`src/rtl/regfile_pkg.sv`:
```
// Shared types and defaults for the multi-port register file.
package regfile_pkg;

  typedef enum logic {
    INIT  = 1'b0,
    READY = 1'b1
  } state_e;

  localparam int DEF_DATA_W  = 32;
  localparam int DEF_ADDR_W  = 5;
  localparam int DEF_NUM_REG = 32;
  localparam int ZERO_REG    = 0;

endpackage

```
`src/rtl/regfile_init_ctrl.sv`:
```
// Clear sequencer: walks x1..x(NUM_REG-1) writing zero after reset or on clr_req_i,
// then holds READY; clr_req_i is ignored while a clear is in progress.
module regfile_init_ctrl
  import regfile_pkg::*;
#(
  parameter int NUM_REG = DEF_NUM_REG,
  parameter int ADDR_W  = DEF_ADDR_W
) (
  input  logic              clk,
  input  logic              rst_n,
  input  logic              clr_req_i,
  output logic              ready_o,
  output logic              clr_we_o,
  output logic [ADDR_W-1:0] clr_addr_o
);

  localparam logic [ADDR_W-1:0] FIRST = ADDR_W'(1);
  localparam logic [ADDR_W-1:0] LAST  = ADDR_W'(NUM_REG - 1);

  state_e            state_q, state_d;
  logic [ADDR_W-1:0] cnt_q, cnt_d;

  always_ff @(posedge clk or negedge rst_n) begin
    if (!rst_n) begin
      state_q <= INIT;
      cnt_q   <= FIRST;
    end else begin
      state_q <= state_d;
      cnt_q   <= cnt_d;
    end
  end

  always_comb begin
    state_d = state_q;
    cnt_d   = cnt_q;
    case (state_q)
      INIT: begin
        if (cnt_q == LAST) begin
          state_d = READY;
          cnt_d   = FIRST;
        end else begin
          cnt_d = cnt_q + FIRST;
        end
      end
      READY: begin
        if (clr_req_i) begin
          state_d = INIT;
          cnt_d   = FIRST;
        end
      end
      default: begin
        state_d = INIT;
        cnt_d   = FIRST;
      end
    endcase
  end

  // Outputs come straight from the state register, never from inputs.
  assign ready_o    = (state_q == READY);
  assign clr_we_o   = (state_q == INIT);
  assign clr_addr_o = cnt_q;

endmodule

```
`src/rtl/regfile_mp.sv`:
```
// Register file: one sync write port, NUM_RD combinational read ports, x0 reads zero.
// Optional write-first forwarding to read ports when REGFILE_BYPASS_EN is defined.
module regfile_mp
  import regfile_pkg::*;
#(
  parameter int DATA_W  = DEF_DATA_W,
  parameter int NUM_REG = DEF_NUM_REG,
  parameter int ADDR_W  = DEF_ADDR_W,
  parameter int NUM_RD  = 2
) (
  input  logic                     clk,
  input  logic                     rst_n,
  input  logic                     clr_req,
  output logic                     ready,
  input  logic                     we,
  input  logic [ADDR_W-1:0]        waddr,
  input  logic [DATA_W-1:0]        wdata,
  input  logic [NUM_RD*ADDR_W-1:0] raddr,
  output logic [NUM_RD*DATA_W-1:0] rdata
);

  localparam int                IDX_W  = (NUM_REG > 1) ? $clog2(NUM_REG) : 1;
  localparam logic [ADDR_W:0]   LIMIT  = (ADDR_W + 1)'(NUM_REG);
  localparam logic [ADDR_W-1:0] ZERO_A = ADDR_W'(ZERO_REG);

  function automatic logic addr_ok(input logic [ADDR_W-1:0] a);
    return (a != ZERO_A) && ({1'b0, a} < LIMIT);
  endfunction

  logic              clr_we;
  logic [ADDR_W-1:0] clr_addr;
  logic              wr_ok;
  logic              wr_en;
  logic [ADDR_W-1:0] wr_addr;
  logic [DATA_W-1:0] wr_dat;
  logic [DATA_W-1:0] mem_q [NUM_REG];

  regfile_init_ctrl #(
    .NUM_REG (NUM_REG),
    .ADDR_W  (ADDR_W)
  ) u_init_ctrl (
    .clk        (clk),
    .rst_n      (rst_n),
    .clr_req_i  (clr_req),
    .ready_o    (ready),
    .clr_we_o   (clr_we),
    .clr_addr_o (clr_addr)
  );

  // Clear owns the write path during INIT; user writes are only legal when ready.
  assign wr_ok   = we && ready && addr_ok(waddr);
  assign wr_en   = clr_we || wr_ok;
  assign wr_addr = clr_we ? clr_addr : waddr;
  assign wr_dat  = clr_we ? '0 : wdata;

  always_ff @(posedge clk) begin
    if (wr_en) begin
      mem_q[wr_addr[IDX_W-1:0]] <= wr_dat;
    end
  end

  for (genvar i = 0; i < NUM_RD; i++) begin : g_rd
    logic [ADDR_W-1:0] ra;
    logic [DATA_W-1:0] rd;

    assign ra = raddr[i*ADDR_W +: ADDR_W];

    always_comb begin
      rd = '0;
      if (ready && addr_ok(ra)) begin
`ifdef REGFILE_BYPASS_EN
        if (wr_ok && (ra == waddr)) begin
          rd = wdata;
        end else begin
          rd = mem_q[ra[IDX_W-1:0]];
        end
`else
        rd = mem_q[ra[IDX_W-1:0]];
`endif
      end
    end

    assign rdata[i*DATA_W +: DATA_W] = rd;
  end

endmodule

```
`config.mk`:
```
export PLATFORM = sky130hd
export DESIGN_NAME = regfile_mp
export DESIGN_NICKNAME = d
export VERILOG_FILES = /design/src/rtl/regfile_pkg.sv /design/src/rtl/regfile_init_ctrl.sv /design/src/rtl/regfile_mp.sv
export SDC_FILE = /design/constraint.sdc
export NUM_CORES = 1
export LEC_CHECK = 0
export BUFFER_PORTS_ARGS = -buffer_cell sky130_fd_sc_hd__buf_2
export CORE_AREA = 2 2 329 331
export CTS_BUF_LIST = sky130_fd_sc_hd__clkbuf_2
export DETAILED_ROUTE_END_ITERATION = 12
export DIE_AREA = 0 0 331 333
export GPL_TIMING_DRIVEN = 0
export PLACE_DENSITY_LB_ADDON = 0.3
export SLEW_MARGIN = 20
export SYNTH_ARGS = -nofsm -noshare
export SYNTH_HDL_FRONTEND = slang
export SYNTH_HIERARCHICAL = 1
export SYNTH_SLANG_ARGS = --single-unit
```
`constraint.sdc`:
```
create_clock -name clk -period 5.63 [get_ports clk]
set_clock_uncertainty 0.2 [all_clocks]
set_input_delay 1.126 -clock clk [delete_from_list [all_inputs] [get_ports clk]]
set_output_delay 1.126 -clock clk [all_outputs]
set_load 0.005 [all_outputs]
```
==> impl_metrics.ini <==
[outcome]
status = finished, violations left
violations = setup timing

[clock_network]
post_cts.repair.setup_buffers = 0
clkSinkCount = 1030
clock_tree.root_cell = sky130_fd_sc_hd__clkbuf_2
cts_buffers = 277
clk_pin_slew_worst_paths_ps = 110
clk-insertion-delay-late_ps = 1570
ctsHtreeMaxLevel = 5
tritoncts = yes
cts_max_path_buffers = 4

[place]
gp_congestion = 0.914
post-dp-hpwl_mm = 110
buffer_ports.inserted = 111
placement.cell_area_um2 = 51800

[grt]
global_route.overflow_total = 0
largest_net_degree_at_the_start_of_global_routing = 33
wire_length_of_the_first_global_routing_pass_mm = 225
groute.usage.overall = 0.292
grt_pass1_vias = 30868
antenna_violations_before_repair = 14

[critical_path]
startpoint_class = input port
timing.reg2reg.worst_path_depth = 8
crit_fanout = 10
worst_path_largest_cell_delay_ps = 1120
r2r_start = u_init_ctrl/ready_o$_DFF_PN0_
rrSetupSlack_ps = 1270
crit_path_top_delay_cell = sky130_fd_sc_hd__a2111oi_1
crit_required_ps = 4300
worstPathCellList = buf_2, or3_1, buf_1, o22ai_1, a2111oi_1, a211oi_1, buf_2
crit_top_cell = sky130_fd_sc_hd__buf_2
setup.worst_path.end = rdata[16]
critPathArrivalTime_ps = 4480
critPathLaunch = raddr[2]
critical_path_sink_type = primary output
timing.rr.end = mem_q[23][26]$_DFFE_PP_
path_type_of_the_worst_setup_path = in2out

[die]
floorplan.die_area_um2 = 110000
die_h_um = 333
core_outline_area_um2 = 107000
start_util = 0.448
die_w_um = 331
num_io_pins = 116
fp-row-count = 120

[timing]
slew_violations = 0
layout_setup_ws_ps = -172
max_freq_mhz = 172
relSlewSlack = 0.147
setup_violations_final = 6
post-route-period-util = 1.03
setup_total_neg_slack_ps = -434
final-hold-violation-count = 0
grt_setup_unrepaired = no
tightest_slew_ps = 1280
post-route-min-period_ps = 5800

[detailed_routing]
drcViolationCount = 0
vias_per_cell = 6.76
routed_wire_length_per_instance_um = 36.4
finalWirelength_mm = 161
firstDrtPassIters = 5
num_vias = 29848
postRouteAntennaNets = 0
drt-initial-drc-count = 4570

[yosys]
syn-instance-count = 2348
synthesis.nets = 2401
yosysWarnings = 6
yosys.area.top_type = sky130_fd_sc_hd__edfxtp_1
yosys-top-cells-count = sky130_fd_sc_hd__edfxtp_1, sky130_fd_sc_hd__mux4_2, sky130_fd_sc_hd__mux2i_1
postSynth.topFlopCell = sky130_fd_sc_hd__edfxtp_1
yosys_register_bits = 1030
synth_top_cell_area_share = 0.644
synth.yosys.seq_area_share = 0.648
synth_enable_flop_cells = 1024
count_of_different_cell_masters_after_synthesis = 49
yosys-top-cells-area = sky130_fd_sc_hd__edfxtp_1, sky130_fd_sc_hd__mux4_2, sky130_fd_sc_hd__mux2i_1
async_reset_ff_frac = 0.00583
yosysMostFrequentCell = sky130_fd_sc_hd__edfxtp_1
synth.cell_area_um2 = 47700
syn_area_per_cell_um2 = 20.3

[finish]
final_area_um2 = 54500
drive_gt1_frac = 0.415
finalNetCount = 2891
areaGrowthSynthToFinish_pct = 14.2

[power_and_ir_drop]
worst_ir_drop_vdd_mv = 0.431
power_per_cell_area_nw_per_um2 = 373
power_leakage_uw = 0.0185

[flow_run]
max-cap-violations = 0

[worst_hold_path]
hold_path.class = in2reg
==> cell families (layout without fill, tap and decap cells) <==
group | Yosys count | in the layout | synth area share
DFF | 1030 | 1030 | 0.648
muxes | 708 | 708 | 0.266
AOI/OAI and AO/OA | 298 | 298 | 0.0512
buffers and inverters | 198 | 852 | 0.0222
and+or+nand+nor | 112 | 112 | 0.0122
adders and majority gates | 2 | 2 | 0.000524
other | 0 | 10 | 0
==> registers in the layout, summed over array words and instances (netlist names) <==
| signal | flops |
|---|---|
| mem_q | 1024 |
| u_init_ctrl/clr_addr_o | 5 |
| u_init_ctrl/ready_o | 1 |
==> stage by stage <==
stage	utilization	hold WS (ps)	power, µW	std cells	setup WS (ps)
global route	0.511	82.1	20900	4408	11.4
finish	0.511	69.9	20300	4415	-172
floorplan	-	286	12900	2348	1650
CTS	0.511	0.629	20200	4405	6.47
detailed placement	0.486	324	15300	3929	-230
global placement	0.469	307	14600	3862	-893
==> power by group <==
part           internal [µW]  switching (µW)
clock                   1980            3100
combinational           1630            3140
sequential             10000             436
total                  13600            6680
==> critical path, delay by kind of cell <==
kind	cells	cell delay (ps)
buf+inv	3	1150
compound gates	3	1480
simple gates	1	700
==> routing by layer <==
metal	track usage	vias up	wire length, µm
li1	-	11494	-
met1	0.393	15545	58900
met2	0.434	2355	73300
met3	0.0801	448	19800
met4	0.159	6	8750
met5	0	-	44
==> layout make-up <==
cell class	instances	area, µm²
fill	8605	52100
sequential	1030	30900
multi-input combinational	1120	16200
timing repair buffer	213	2270
clock buffer	380	1900
tap	1403	1760
buffer	191	1050
clock inverter	63	349
antenna	10	25.0
inverter	5	18.8
==> repair_timing <==
| action | CTS | global route |
|---|---|---|
| gates cloned | 0 | 0 |
| hold buffers | 35 | 0 |
| pin swaps | 0 | 1 |
| endpoints found under the setup margin | 20 | 4 |
| hold endpoints to repair | 733 | 0 |
| gates resized for setup | 9 | 7 |
==> placed cells by master (no fill, tap or decap), types with 31 or more instances in the layout <==
cell type                       count
sky130_fd_sc_hd__a21oi_1           32
sky130_fd_sc_hd__a22o_1            32
sky130_fd_sc_hd__a22oi_1           31
sky130_fd_sc_hd__buf_2            184
sky130_fd_sc_hd__clkbuf_1          70
sky130_fd_sc_hd__clkbuf_2         388
sky130_fd_sc_hd__clkinv_1          44
sky130_fd_sc_hd__dlygate4sd3_1     35
sky130_fd_sc_hd__edfxtp_1        1024
sky130_fd_sc_hd__mux2i_1          257
sky130_fd_sc_hd__mux4_2           449
sky130_fd_sc_hd__nor2_4            32
sky130_fd_sc_hd__o221ai_1          61
sky130_fd_sc_hd__o22a_1            32
sky130_fd_sc_hd__o22ai_1           34
==> worst min path at each step <==
stage	slack [ps]	to	depth (start not counted)	start
2_1_floorplan	290	u_init_ctrl/clr_addr_o[2]$_DFFE_PN0P_	1	u_init_ctrl/clr_addr_o[2]$_DFFE_PN0P_
3_3_place_gp	310	u_init_ctrl/clr_addr_o[0]$_DFFE_PN1P_	1	u_init_ctrl/clr_addr_o[0]$_DFFE_PN1P_
3_5_place_dp	320	u_init_ctrl/clr_addr_o[0]$_DFFE_PN1P_	1	u_init_ctrl/clr_addr_o[0]$_DFFE_PN1P_
4_1_cts	0.6	u_init_ctrl/ready_o$_DFF_PN0_	3	clr_req
5_1_grt	80	u_init_ctrl/ready_o$_DFF_PN0_	3	clr_req
6_report	70	u_init_ctrl/ready_o$_DFF_PN0_	3	clr_req
No activity file was read; power rests on OpenSTA's default activity.
